File: src/rtl/store_narrow_rmw_pkg.sv
// store_narrow_rmw_pkg
//   Shared definitions for the narrowing store unit: size codes, FSM state
//   encodings and the alignment check that the load unit also uses.
package store_narrow_rmw_pkg;

    // Access size codes as carried on req_size.
    typedef enum logic [1:0] {
        SZ_BYTE = 2'b00,
        SZ_HALF = 2'b01,
        SZ_WORD = 2'b10,
        SZ_ILL  = 2'b11
    } size_e;

    typedef enum logic [2:0] {
        StIdle  = 3'd0,
        StRead  = 3'd1,
        StMerge = 3'd2,
        StWrite = 3'd3,
        StErr   = 3'd4
    } state_e;

    // True for any access that cannot be performed: the illegal size code, a
    // half on an odd byte, or a word off a 4-byte boundary.
    function automatic logic is_misaligned(input logic [1:0] size, input logic [1:0] offset);
        logic bad;
        case (size_e'(size))
            SZ_BYTE: bad = 1'b0;
            SZ_HALF: bad = offset[0];
            SZ_WORD: bad = |offset;
            default: bad = 1'b1;
        endcase
        return bad;
    endfunction

endpackage

File: src/rtl/store_lane_merge.sv
// store_lane_merge
//   Combinational lane inserter: places the low byte/half/word of i_data into
//   the addressed lanes of i_old_word (little-endian, lane 0 = bits 7:0).
// Ports:
//   i_old_word  32  word currently held in memory
//   i_data      32  register value; only the low byte/half/word is used
//   i_size       2  size code (see store_narrow_rmw_pkg::size_e)
//   i_offset     2  byte offset within the word
//   o_merged    32  merged word
//   o_be         4  lanes replaced
module store_lane_merge
    import store_narrow_rmw_pkg::*;
(
    input  logic [31:0] i_old_word,
    input  logic [31:0] i_data,
    input  logic [1:0]  i_size,
    input  logic [1:0]  i_offset,
    output logic [31:0] o_merged,
    output logic [3:0]  o_be
);

    always_comb begin
        o_merged = i_old_word;
        o_be     = 4'b0000;
        case (size_e'(i_size))
            SZ_BYTE: begin
                o_merged[{i_offset, 3'b000} +: 8] = i_data[7:0];
                o_be = 4'b0001 << i_offset;
            end
            SZ_HALF: begin
                if (i_offset[1]) begin
                    o_merged[31:16] = i_data[15:0];
                    o_be = 4'b1100;
                end else begin
                    o_merged[15:0] = i_data[15:0];
                    o_be = 4'b0011;
                end
            end
            SZ_WORD: begin
                o_merged = i_data;
                o_be     = 4'b1111;
            end
            default: begin
                o_merged = i_old_word;
                o_be     = 4'b0000;
            end
        endcase
    end

endmodule

File: src/rtl/store_narrow_rmw.sv
// store_narrow_rmw
//   Narrowing store unit. Word stores are written straight to the data memory;
//   byte/half stores read the word, merge the new lanes and write it back.
//   Misaligned or illegal requests complete with a done+err pulse and no access.
// Ports:
//   clk, reset            clock; synchronous active-high reset
//   req_valid/req_ready   request handshake (ready only while idle)
//   req_addr/data/size    byte address, register value, size code
//   mem_re/mem_we         single-cycle read / write strobes to the DM
//   mem_addr              DM word address (req_addr[ADDR_W+1:2])
//   mem_wdata/mem_be      full merged word and modified lanes (zero outside write)
//   mem_rdata             DM read data, valid the cycle after mem_re
//   done/err              completion pulse; err marks a rejected request
module store_narrow_rmw
    import store_narrow_rmw_pkg::*;
#(
    parameter int unsigned ADDR_W = 10
) (
    input  logic              clk,
    input  logic              reset,
    input  logic              req_valid,
    output logic              req_ready,
    input  logic [31:0]       req_addr,
    input  logic [31:0]       req_data,
    input  logic [1:0]        req_size,
    output logic              mem_re,
    output logic              mem_we,
    output logic [ADDR_W-1:0] mem_addr,
    output logic [31:0]       mem_wdata,
    input  logic [31:0]       mem_rdata,
    output logic [3:0]        mem_be,
    output logic              done,
    output logic              err
);

    state_e            r_state;
    state_e            w_state_next;
    logic [ADDR_W+1:0] r_addr;
    logic [31:0]       r_data;
    size_e             r_size;
    logic [31:0]       r_merged;
    logic [31:0]       w_merged;
    logic [3:0]        w_be;
    logic              w_xfer;
    logic              w_unused_addr;

    // Address bits above the DM range are deliberately ignored.
    assign w_unused_addr = ^req_addr[31:ADDR_W+2];

    assign w_xfer = req_valid && (r_state == StIdle);

    store_lane_merge u_merge (
        .i_old_word (mem_rdata),
        .i_data     (r_data),
        .i_size     (r_size),
        .i_offset   (r_addr[1:0]),
        .o_merged   (w_merged),
        .o_be       (w_be)
    );

    always_ff @(posedge clk) begin
        if (reset) begin
            r_state  <= StIdle;
            r_addr   <= '0;
            r_data   <= '0;
            r_size   <= SZ_BYTE;
            r_merged <= '0;
        end else begin
            r_state <= w_state_next;
            if (w_xfer) begin
                r_addr   <= req_addr[ADDR_W+1:0];
                r_data   <= req_data;
                r_size   <= size_e'(req_size);
                // A word store writes the raw value; sub-word stores overwrite
                // this with the merged word in MERGE.
                r_merged <= req_data;
            end else if (r_state == StMerge) begin
                r_merged <= w_merged;
            end
        end
    end

    always_comb begin
        w_state_next = r_state;
        req_ready    = 1'b0;
        mem_re       = 1'b0;
        mem_we       = 1'b0;
        mem_addr     = '0;
        mem_wdata    = '0;
        mem_be       = 4'b0000;
        done         = 1'b0;
        err          = 1'b0;
        case (r_state)
            StIdle: begin
                req_ready = 1'b1;
                if (req_valid) begin
                    if (is_misaligned(req_size, req_addr[1:0])) begin
                        w_state_next = StErr;
                    end else if (req_size == SZ_WORD) begin
                        w_state_next = StWrite;
                    end else begin
                        w_state_next = StRead;
                    end
                end
            end
            StRead: begin
                mem_re       = 1'b1;
                mem_addr     = r_addr[ADDR_W+1:2];
                w_state_next = StMerge;
            end
            StMerge: begin
                w_state_next = StWrite;
            end
            StWrite: begin
                mem_we       = 1'b1;
                mem_addr     = r_addr[ADDR_W+1:2];
                mem_wdata    = r_merged;
                mem_be       = w_be;
                done         = 1'b1;
                w_state_next = StIdle;
            end
            StErr: begin
                done         = 1'b1;
                err          = 1'b1;
                w_state_next = StIdle;
            end
            default: begin
                w_state_next = StIdle;
            end
        endcase
    end

endmodule
File: config.mk
export PLATFORM = sky130hd
export DESIGN_NAME = store_narrow_rmw
export DESIGN_NICKNAME = d
export VERILOG_FILES = /design/src/rtl/store_narrow_rmw_pkg.sv /design/src/rtl/store_lane_merge.sv /design/src/rtl/store_narrow_rmw.sv
export SDC_FILE = /design/constraint.sdc
export NUM_CORES = 1
export LEC_CHECK = 0
export ABC_CLOCK_PERIOD_IN_PS = 5100
export BUFFER_PORTS_ARGS = -buffer_cell sky130_fd_sc_hd__buf_2
export CELL_PAD_IN_SITES_DETAIL_PLACEMENT = 1
export CELL_PAD_IN_SITES_GLOBAL_PLACEMENT = 1
export CORE_MARGIN = 3
export CORE_UTILIZATION = 39
export CTS_CLUSTER_DIAMETER = 50
export DETAILED_ROUTE_END_ITERATION = 16
export PLACE_DENSITY = 0.95
export SYNTH_ARGS = -nofsm -noshare
export SYNTH_HDL_FRONTEND = slang
export SYNTH_HIERARCHICAL = 1
export SYNTH_SLANG_ARGS = --single-unit
export TNS_END_PERCENT = 10
File: constraint.sdc
create_clock -name clk -period 5.1 [get_ports clk]
set_input_delay 0.51 -clock clk [delete_from_list [all_inputs] [get_ports clk]]
set_output_delay 0.51 -clock clk [all_outputs]
set_load 0.02 [all_outputs]
==> results.ini <==
[sta]
tightest_slew_ns = 1.18
rsz0062_at_grt = no
fmax_ghz = 0.292
period_share = 0.671
setup_viol = 0
layout_min_cycle_time_ns = 3.42
skew_ns = 0.00769
slew_headroom = 0.214
hold_viol = 0
finalSetupTns_ns = 0
maxSlewViolCount = 0

[logic_synthesis]
synth_fp_nets = 721
synthTopCellsByCount = 128 x nand2_1, 81 x dfxtp_1, 80 x a21oi_1
yosys_most_used_dff = dfxtp_1
yosys_register_bits = 81
synthTopCellsByArea = dfxtp_1 34%, nand2_1 10%, a21oi_1 8.5%, a211oi_1 5.1%, and3_1 4.9%
ys_types = 46
async_flop_share = 0
yosysMostFrequentCell = nand2_1
netlist_instances = 614
ys_seq_area_frac = 0.344
yosys_warnings = 6
syn_area_um2 = 4720
synth_edf_count = 0
yosysTopAreaCellShare = 0.344
yosysTopAreaCell = dfxtp_1
syn_area_per_cell_um2 = 7.69

[global_route]
grtUsageTotal = 0.253
grt_pass1_wl_um = 26800
gr-total-overflow = 0
antenna_found_initial = 0
grt_max_degree = 69
grt_pass1_vias = 5208

[worst_setup_path]
slowest_stage = dfxtp_1
worstPathArrival_ns = 2.91
critPathKind = flip-flop to primary output
start_kind = flip-flop
critPathRequiredTime_ns = 4.59
path_cells = inv_2 -> ha_1 -> or3_1 -> nand2_1 -> inv_1 -> and3_1 -> buf_2
slowest_delay_ns = 0.79
critPathMaxFanout = 18
cp-end-kind = primary output

[layout]
fin_cells = 853
drive_gt1_frac = 0.248
antenna_cells = 0
fin_util = 0.486
area_growth_pct = 19.7
fin_nets = 813

[die]
die_area_um2 = 13500
die_x_um = 116
initial_utilization = 0.406
core-area_um2 = 11600
die_h_um = 116
io_pins = 152
placementRows = 39

[cts]
ctsHoldBuffers = 0
cts_setup_buffers = 0
cts_tree = done
clk_pin_slew_worst_paths_ns = 0.06
cts_buffer_depth = 2
clkSinkCount = 81
clk_latency_ns = 0.35
postCtsResizedCells = 0
root_buffer = clkbuf_16
cts-buffers-inserted = 9
cts.htree.levels = 3

[power_and_ir_drop]
p_leak_nw = 2.50
total_power_mw = 1.89
p_per_area_nw_per_um2 = 335
irDropWorstVdd_v = 0.000197

[detailed_routing]
viasPerCell = 5.83
first_iter_violations = 323
route.antenna.remaining_nets = 0
remaining_drc_errors = 0
vias = 4974
wl_per_cell_um = 19.5
firstDrtPassIters = 5
totalWireLength_um = 16700

[placed_design]
dp_hpwl_um = 11600
port_buffers = 131
dp.cells = 838
gp_congestion = 0.887

[min_path]
min_path_type = primary input to flip-flop

[job]
maxCapViolations = 0

[status]
status = finished clean

-- report_power, final --
group          internal, mW  leakage [nW]  total (mW)  switching [mW]
sequential            0.698         0.668       0.753          0.0553
clock                 0.438         0.151       0.704           0.266
combinational         0.165          1.68       0.437           0.272
total                  1.30          2.50        1.89           0.592
-- layout by cell type, fill, tap and decap left out, drive strengths merged, types with 2 or more instances in the layout --
cell and count:
buf 139, and3 37, o21ai 2, or4b 2, ha 6, nor2 40
nor3b 4, or2 2, a32oi 3, mux2i 16, mux2 9, inv 13
nor2b 3, nand2 128, o211ai 2, clkbuf 10, clkinvlp 2, bufinv 2
dfxtp 81, o2bb2ai 8, a22o 14, a211oi 32, and2 12, a221o 22
nor3 11, nand3 16, nor4b 2, a21oi 80
-- routing by layer --
layer  GRT usage  wire length [µm]
met1       0.321              7390
met2       0.432              8120
met3      0.0460               894
met4      0.0866               248
met5           0                 0
-- final timing paths --
path / depth (start not counted) / startpoint / end / slack [ns]
worst max-delay path: 7 / r_addr[1]$_SDFFE_PP0N_ / mem_be[0] / 1.68
worst min-delay path: 3 / req_addr[9] / r_addr[9]$_SDFFE_PP0N_ / 0.40
worst max register to register: 7 / r_addr[1]$_SDFFE_PP0N_ / r_merged[17]$_SDFFE_PP0P_ / 1.98
worst min register to register: 2 / r_merged[28]$_SDFFE_PP0P_ / r_merged[28]$_SDFFE_PP0P_ / 0.46
-- cell families after synthesis --
logic type | share of synthesized area
mux | 0.0554
compound gates | 0.248
fa+ha+maj | 0.0159
flops | 0.344
buf+inv | 0.0724
simple gates | 0.265
-- registers in the layout, summed over array words and instances (netlist names) --
name	count
r_merged	32
r_addr	12
r_state	3
r_data	32
r_size	2
-- through the flow --
| step | hold WS [ns] | setup WS [ns] | cell area [µm²] |
|---|---|---|---|
| 4_1_cts | 0.385 | 1.69 | 5650 |
| 2_1_floorplan | 0.432 | 2.65 | 4720 |
| 6_report | 0.403 | 1.68 | 5650 |
| 3_5_place_dp | 0.449 | 2.10 | 5330 |
| 5_1_grt | 0.392 | 1.50 | 5650 |
| 3_3_place_gp | 0.439 | 2.13 | 5330 |
-- cell type report --
class / count / area (µm²)
repair buffers: 139 / 716
flip-flops and latches: 81 / 1620
multi-input cells: 462 / 2770
clock inverters: 5 / 80.1
well taps: 143 / 179
inverters: 13 / 48.8
fillers: 1513 / 5960
clock buffers: 10 / 239
-- critical path, delay by kind of cell (launching register included) --
family	cells	cell delay [ns]
and+or+nand+nor	3	0.95
DFF	1	0.79
buffers and inverters	3	0.50
adders and majority gates	1	0.31
Power figures use the tool's default switching activity.
